**config.mk**
```make
export PLATFORM = sky130hd
export DESIGN_NAME = multicycle_controller
export DESIGN_NICKNAME = d
export VERILOG_FILES = /design/src/rtl/mc_ctrl_pkg.sv /design/src/rtl/mc_aludec.sv /design/src/rtl/multicycle_controller.sv
export SDC_FILE = /design/constraint.sdc
export NUM_CORES = 1
export LEC_CHECK = 0
export CAP_MARGIN = 30
export CORE_UTILIZATION = 30
export DETAILED_ROUTE_END_ITERATION = 10
export SLEW_MARGIN = 20
export SYNTH_ARGS = -nofsm -noshare
export SYNTH_HDL_FRONTEND = slang
export SYNTH_HIERARCHICAL = 1
export SYNTH_SLANG_ARGS = --single-unit
export TNS_END_PERCENT = 1
```
**constraint.sdc**
```tcl
create_clock -name clk -period 3.3 [get_ports clk]
set_input_delay 0.825 -clock clk [delete_from_list [all_inputs] [get_ports clk]]
set_output_delay 0.825 -clock clk [all_outputs]
set_load 0.02 [all_outputs]
```
**src/rtl/mc_ctrl_pkg.sv**
```systemverilog
// Shared encodings for the multicycle RV32I controller: FSM states, opcodes,
// ALU operation classes and the datapath mux select values.
package mc_ctrl_pkg;

    typedef enum logic [3:0] {
        FETCH    = 4'd0,
        DECODE   = 4'd1,
        MEMADR   = 4'd2,
        MEMREAD  = 4'd3,
        MEMWB    = 4'd4,
        MEMWRITE = 4'd5,
        EXECUTER = 4'd6,
        EXECUTEI = 4'd7,
        ALUWB    = 4'd8,
        BRANCH   = 4'd9,
        JAL      = 4'd10
    } state_t;

    localparam logic [6:0] OP_LOAD   = 7'b0000011;
    localparam logic [6:0] OP_STORE  = 7'b0100011;
    localparam logic [6:0] OP_RTYPE  = 7'b0110011;
    localparam logic [6:0] OP_ITYPE  = 7'b0010011;
    localparam logic [6:0] OP_BRANCH = 7'b1100011;
    localparam logic [6:0] OP_JAL    = 7'b1101111;

    typedef enum logic [1:0] {
        ALUOP_ADD  = 2'b00,
        ALUOP_SUB  = 2'b01,
        ALUOP_FUNC = 2'b10
    } aluop_t;

    localparam logic [2:0] ALU_ADD = 3'b000;
    localparam logic [2:0] ALU_SUB = 3'b001;
    localparam logic [2:0] ALU_AND = 3'b010;
    localparam logic [2:0] ALU_OR  = 3'b011;
    localparam logic [2:0] ALU_SLT = 3'b101;

    localparam logic [1:0] RES_ALUOUT    = 2'b00;
    localparam logic [1:0] RES_DATA      = 2'b01;
    localparam logic [1:0] RES_ALURESULT = 2'b10;

    localparam logic [1:0] SRCA_PC    = 2'b00;
    localparam logic [1:0] SRCA_OLDPC = 2'b01;
    localparam logic [1:0] SRCA_RS1   = 2'b10;

    localparam logic [1:0] SRCB_RS2  = 2'b00;
    localparam logic [1:0] SRCB_IMM  = 2'b01;
    localparam logic [1:0] SRCB_FOUR = 2'b10;

    localparam logic [1:0] IMM_I = 2'b00;
    localparam logic [1:0] IMM_S = 2'b01;
    localparam logic [1:0] IMM_B = 2'b10;
    localparam logic [1:0] IMM_J = 2'b11;

endpackage

```
**src/rtl/mc_aludec.sv**
```systemverilog
// ALU decode: maps the FSM's ALU operation class and the instruction's
// funct fields onto the ALU control code.
module mc_aludec
    import mc_ctrl_pkg::*;
(
    input  aluop_t     aluop,
    input  logic [2:0] funct3,
    input  logic       funct7b5,
    input  logic       op5,
    output logic [2:0] alucontrol
);

    // NOTE: assign every combinational output a default first so no path leaves it unassigned and infers a latch.
    always_comb begin
        alucontrol = ALU_ADD;
        case (aluop)
            ALUOP_SUB: alucontrol = ALU_SUB;
            ALUOP_FUNC: begin
                case (funct3)
                    // op5 separates register sub from addi, whose bit 30 is immediate data
                    3'b000:  alucontrol = (op5 & funct7b5) ? ALU_SUB : ALU_ADD;
                    3'b010:  alucontrol = ALU_SLT;
                    3'b110:  alucontrol = ALU_OR;
                    3'b111:  alucontrol = ALU_AND;
                    default: alucontrol = ALU_ADD;
                endcase
            end
            default: alucontrol = ALU_ADD;
        endcase
    end

endmodule

```
**src/rtl/multicycle_controller.sv**
```systemverilog
// Control FSM for the multicycle RV32I datapath: sequences each instruction
// through the shared memory port and ALU and drives the datapath selects.
module multicycle_controller
    import mc_ctrl_pkg::*;
#(
    parameter bit MEM_HANDSHAKE = 1'b1,
    parameter bit BNE_EN        = 1'b1,
    parameter int STATE_W       = 4
) (
    input  logic               clk,
    input  logic               reset,
    input  logic [6:0]         op,
    input  logic [2:0]         funct3,
    input  logic               funct7b5,
    input  logic               Zero,
    input  logic               MemReady,
    output logic               PCWrite,
    output logic               AdrSrc,
    output logic               MemWrite,
    output logic               IRWrite,
    output logic [1:0]         ResultSrc,
    output logic [1:0]         ALUSrcA,
    output logic [1:0]         ALUSrcB,
    output logic [1:0]         ImmSrc,
    output logic               RegWrite,
    output logic [2:0]         ALUControl,
    output logic               IllegalInstr,
    output logic [STATE_W-1:0] State
);

    state_t state, state_next;
    aluop_t aluop;
    logic   branch, pcupdate, taken, mem_done;

    assign mem_done = MemReady | (MEM_HANDSHAKE == 1'b0);
    assign taken    = (BNE_EN && funct3 == 3'b001) ? ~Zero : Zero;
    assign PCWrite  = (branch & taken) | pcupdate;
    assign State    = STATE_W'(state);

    // NOTE: sequential state uses non-blocking assignments so every flop samples pre-edge values.
    always_ff @(posedge clk) begin
        if (reset) state <= FETCH;
        else       state <= state_next;
    end

    always_comb begin
        state_next   = state;
        aluop        = ALUOP_ADD;
        AdrSrc       = 1'b0;
        MemWrite     = 1'b0;
        IRWrite      = 1'b0;
        ResultSrc    = RES_ALUOUT;
        ALUSrcA      = SRCA_PC;
        ALUSrcB      = SRCB_RS2;
        RegWrite     = 1'b0;
        IllegalInstr = 1'b0;
        branch       = 1'b0;
        pcupdate     = 1'b0;
        case (state)
            FETCH: begin
                ALUSrcB    = SRCB_FOUR;
                ResultSrc  = RES_ALURESULT;
                IRWrite    = mem_done;
                pcupdate   = mem_done;
                state_next = mem_done ? DECODE : FETCH;
            end
            DECODE: begin
                ALUSrcA = SRCA_OLDPC;
                ALUSrcB = SRCB_IMM;
                case (op)
                    OP_LOAD, OP_STORE: state_next = MEMADR;
                    OP_RTYPE:          state_next = EXECUTER;
                    OP_ITYPE:          state_next = EXECUTEI;
                    OP_BRANCH:         state_next = BRANCH;
                    OP_JAL:            state_next = JAL;
                    default: begin
                        IllegalInstr = 1'b1;
                        state_next   = FETCH;
                    end
                endcase
            end
            MEMADR: begin
                ALUSrcA    = SRCA_RS1;
                ALUSrcB    = SRCB_IMM;
                state_next = op[5] ? MEMWRITE : MEMREAD;
            end
            MEMREAD: begin
                AdrSrc     = 1'b1;
                state_next = mem_done ? MEMWB : MEMREAD;
            end
            MEMWB: begin
                ResultSrc  = RES_DATA;
                RegWrite   = 1'b1;
                state_next = FETCH;
            end
            MEMWRITE: begin
                AdrSrc     = 1'b1;
                MemWrite   = 1'b1;
                state_next = mem_done ? FETCH : MEMWRITE;
            end
            EXECUTER: begin
                ALUSrcA    = SRCA_RS1;
                aluop      = ALUOP_FUNC;
                state_next = ALUWB;
            end
            EXECUTEI: begin
                ALUSrcA    = SRCA_RS1;
                ALUSrcB    = SRCB_IMM;
                aluop      = ALUOP_FUNC;
                state_next = ALUWB;
            end
            ALUWB: begin
                RegWrite   = 1'b1;
                state_next = FETCH;
            end
            BRANCH: begin
                ALUSrcA    = SRCA_RS1;
                aluop      = ALUOP_SUB;
                branch     = 1'b1;
                state_next = FETCH;
            end
            JAL: begin
                // OldPC + 4 flows through ALUOut into rd during ALUWB
                ALUSrcA    = SRCA_OLDPC;
                ALUSrcB    = SRCB_FOUR;
                pcupdate   = 1'b1;
                state_next = ALUWB;
            end
            default: state_next = FETCH;
        endcase
    end

    always_comb begin
        case (op)
            OP_STORE:  ImmSrc = IMM_S;
            OP_BRANCH: ImmSrc = IMM_B;
            OP_JAL:    ImmSrc = IMM_J;
            default:   ImmSrc = IMM_I;
        endcase
    end

    mc_aludec u_aludec (
        .aluop      (aluop),
        .funct3     (funct3),
        .funct7b5   (funct7b5),
        .op5        (op[5]),
        .alucontrol (ALUControl)
    );

endmodule
```
==> flow_summary_export.csv, run 1 <==
group,metric,value,unit
finish,largest_register_ffs,4,
place,dp_worst_setup_slack,-0.0882,ns
worst_setup_path,r2r_slack,1.62,ns
pwr,p_leak,0.488,nW
pwr,worst_ir_drop_vdd,157,uV
die,num_rows,16,
drt,wl_per_cell,11.7,um
worst_setup_path,timing.rr.end,"State[2]",
finish,utilization,56.8,%
worst_setup_path,cp-end-kind,"output pin",
drt,postRouteAntennaNets,0,
sta,timing.fmax,311,MHz
worst_setup_path,startpoint_type,"input pin",
synthesis,netlist_instances,94,
die,initial_core_util,32.9,%
clock_tree,clk_pin_slew,0.04,ns
worst_setup_path,reg2regPathDepth,5,
worst_setup_path,arrival,2.39,ns
finish,n_antenna_cell,0,
place,place.gp.congestion,0.757,
die,num_io_pins,36,
sta,slew_violations,0,
synthesis,syn-num-nets,111,
clock_tree,cts_tree,"built",
global_routing,track_usage,17.9,%
sta,final-hold-violation-count,0,
min_path,holdPathEnd,"State[2]",
worst_setup_path,crit_slowest_cell,"clkdlybuf4s50_1",
global_routing,gr-total-overflow,0,
drt,dr.pass1.iters,4,
clock_tree,cts_hold_buf,0,
clock_tree,cts-htree-levels,1,
clock_tree,clock_sinks,4,
pwr,power.density,171,nW/um^2
outcome,status,"complete, no violations",
min_path,hold_start,"State[0]",
synthesis,avgSynthCellArea,7.00,um^2
die,die_w,48.8,um
sta,fin_ws,0.0871,ns
flow_run,max-cap-violations,0,
sta,finalSetupViolCount,0,
worst_setup_path,path_common_cell,"clkdlybuf4s50_1",
sta,fin_skew,0.00376,ns
synthesis,synth_top_cell_area_share,12.2,%
worst_setup_path,crit_fanout,3,
clock_tree,numCtsBuffers,3,
min_path,hold-path-cell-count,3,
clock_tree,post_cts_buffers,0,
worst_setup_path,cp_cell_sequence,"clkdlybuf4s50_1 -> buf_4 -> nand3b_1 -> nor3_1 -> clkdlybuf4s50_1",
synthesis,synth_seq_cells,4,
worst_setup_path,critPathKind,"in2out",
finish,nets,159,
clock_tree,clock_latency,0.24,ns
sta,final.period_utilization,97.4,%
synthesis,ys_seq_area_share,12.2,%
pwr,total_power,194,uW
synthesis,yosysTopAreaCell,"dfxtp_1",
drt,initialDrtViolationCount,18,
sta,finalSetupTns,0,ns
synthesis,syn_area,658,um^2
synthesis,yosys-top-cells-area,"dfxtp_1 (12%), nor2_1 (6.8%), a21oi_1 (4.6%)",
global_routing,antenna_found_initial,0,
synthesis,synth_edf_count,0,
synthesis,synth_cell_types,41,
die,die_area,2380,um^2
die,die_h,48.8,um
clock_tree,clk_path_buf_depth,2,
place,hpwlAfterDp,1590,um
worst_setup_path,worstReg2RegStart,"State[1]",
sta,min_period,3.21,ns
synthesis,yosysWarnings,6,
synthesis,synth-async-reset-ratio,0,%
finish,drive_above_1_share,16.4,%
drt,drt-total-wl,1950,um
min_path,hp-class,"reg2reg",
sta,relSlewSlack,76.9,%
drt,via_per_inst,5.05,
worst_setup_path,cp.required,2.47,ns
place,port-buffer-count,35,
die,coreArea,2000,um^2
clock_tree,clockRootBuffer,"clkbuf_4",
drt,dr_total_vias,844,
global_routing,grt_start_max_net_pins,16,
sta,worst_pin_slew,0.346,ns
global_routing,grt_pass1_vias,758,
drt,drc,0,
synthesis,synthFlopType,"dfxtp_1",
sta,rsz0062_at_grt,"false",
finish,syn_to_final_growth,72.6,%
global_routing,grt_pass1_wl,3320,um
worst_setup_path,cpPeakStageDelay,0.64,ns
-- layout by cell type, fill, tap and decap left out, types with 2 or more instances in the layout --
master / instances
nand3_1: 2
nor2_1: 12
o21ai_0: 5
nand2_1: 6
nor2b_1: 3
or3_1: 2
nor4_1: 3
ha_1: 2
dlygate4sd2_1: 3
nand3b_1: 2
a21oi_1: 6
clkdlybuf4s50_1: 30
a21o_1: 3
xnor2_1: 3
clkbuf_4: 3
buf_4: 13
nor3_1: 5
inv_1: 6
dlymetal6s2s_1: 2
nand2b_1: 2
dfxtp_1: 4
and2_1: 2
-- layer usage --
layer / vias up / GRT usage, % / wire length, um
li1: 436 / - / -
met1: 384 / 21.6 / 839
met2: 22 / 30.3 / 1000
met3: 2 / 5.30 / 94
met4: 0 / 5.88 / 12
met5: - / 0 / 0
-- critical path: cells and delay by family --
| family | cells | cell delay [ns] |
|---|---|---|
| buffers and inverters | 3 | 1.27 |
| and+or+nand+nor | 2 | 0.28 |
-- what timing repair did --
item	in CTS	in global routing
endpoints found under the hold margin	0	0
resized for setup	3	2
endpoints found under the setup margin	3	2
gates cloned	0	0
-- cells in the mapped netlist, drive strengths merged (2+ instances only) --
cell type and number:
clkbuf 3, a21o 3, nor2 12, inv 6, nand3 2, nand3b 2
o21ai 5, buf 2, xnor2 3, or3 2, dfxtp 4, a21oi 7
nor3 5, nand2b 3, and2 2, nor2b 3, nand2 6, nor4 4
ha 2
-- report_power, final --
part | internal [mW] | switching, mW
Clock | 0.0406 | 0.0197
Sequential | 0.0496 | 0.000647
Combinational | 0.0449 | 0.0383
-- worst max path at each step --
| stage | startpoint | end | cells past startpoint |
|---|---|---|---|
| after floorplan | State[2] | ALUControl[2] | 5 |
| after global placement | op[6] | ImmSrc[0] | 5 |
| after detailed placement | op[2] | ImmSrc[0] | 4 |
| after CTS | State[1] | ALUControl[2] | 7 |
| after global routing | op[6] | ImmSrc[1] | 5 |
| final | op[6] | ImmSrc[1] | 5 |
-- cells by family (layout without fill, tap and decap cells) --
logic type | after synthesis | after routing | share of synthesized area [%]
AOI/OAI and AO/OA | 24 | 24 | 25.5
xor gates and xnor gates | 4 | 4 | 5.32
adders and majority gates | 2 | 2 | 3.80
buffers and inverters | 11 | 57 | 7.60
DFF | 4 | 4 | 12.2
muxes | 1 | 1 | 1.52
and+or+nand+nor | 48 | 48 | 44.1
-- cell type report --
cell class | instances | area, um^2
inverters | 6 | 22.5
repair buffers | 48 | 449
fillers | 199 | 866
multi-input cells | 79 | 528
clock buffers | 3 | 22.5
well taps | 27 | 33.8
flip-flops and latches | 4 | 80.1
-- through the flow --
stage | std cells | hold WS [ns] | cell area [um^2]
final | 167 | 0.681 | 1140
after global routing | 167 | 0.720 | 1140
after CTS | 167 | 0.683 | 1130
after detailed placement | 164 | 0.677 | 1110
after global placement | 164 | 0.667 | 1110
after floorplan | 94 | 0.745 | 658
Note: power is estimated with default switching activity, not from simulation.
==> run 2: changes to the inputs <==
--- a/config.mk
+++ b/config.mk
@@ -8,6 +8,7 @@
 export CAP_MARGIN = 30
 export CORE_UTILIZATION = 30
 export DETAILED_ROUTE_END_ITERATION = 10
+export GPL_ROUTABILITY_DRIVEN = 0
 export SLEW_MARGIN = 20
 export SYNTH_ARGS = -nofsm -noshare
 export SYNTH_HDL_FRONTEND = slang
==> results of run 2 <==
No change in the layout: final DEF, timing and power equal those of run 1.
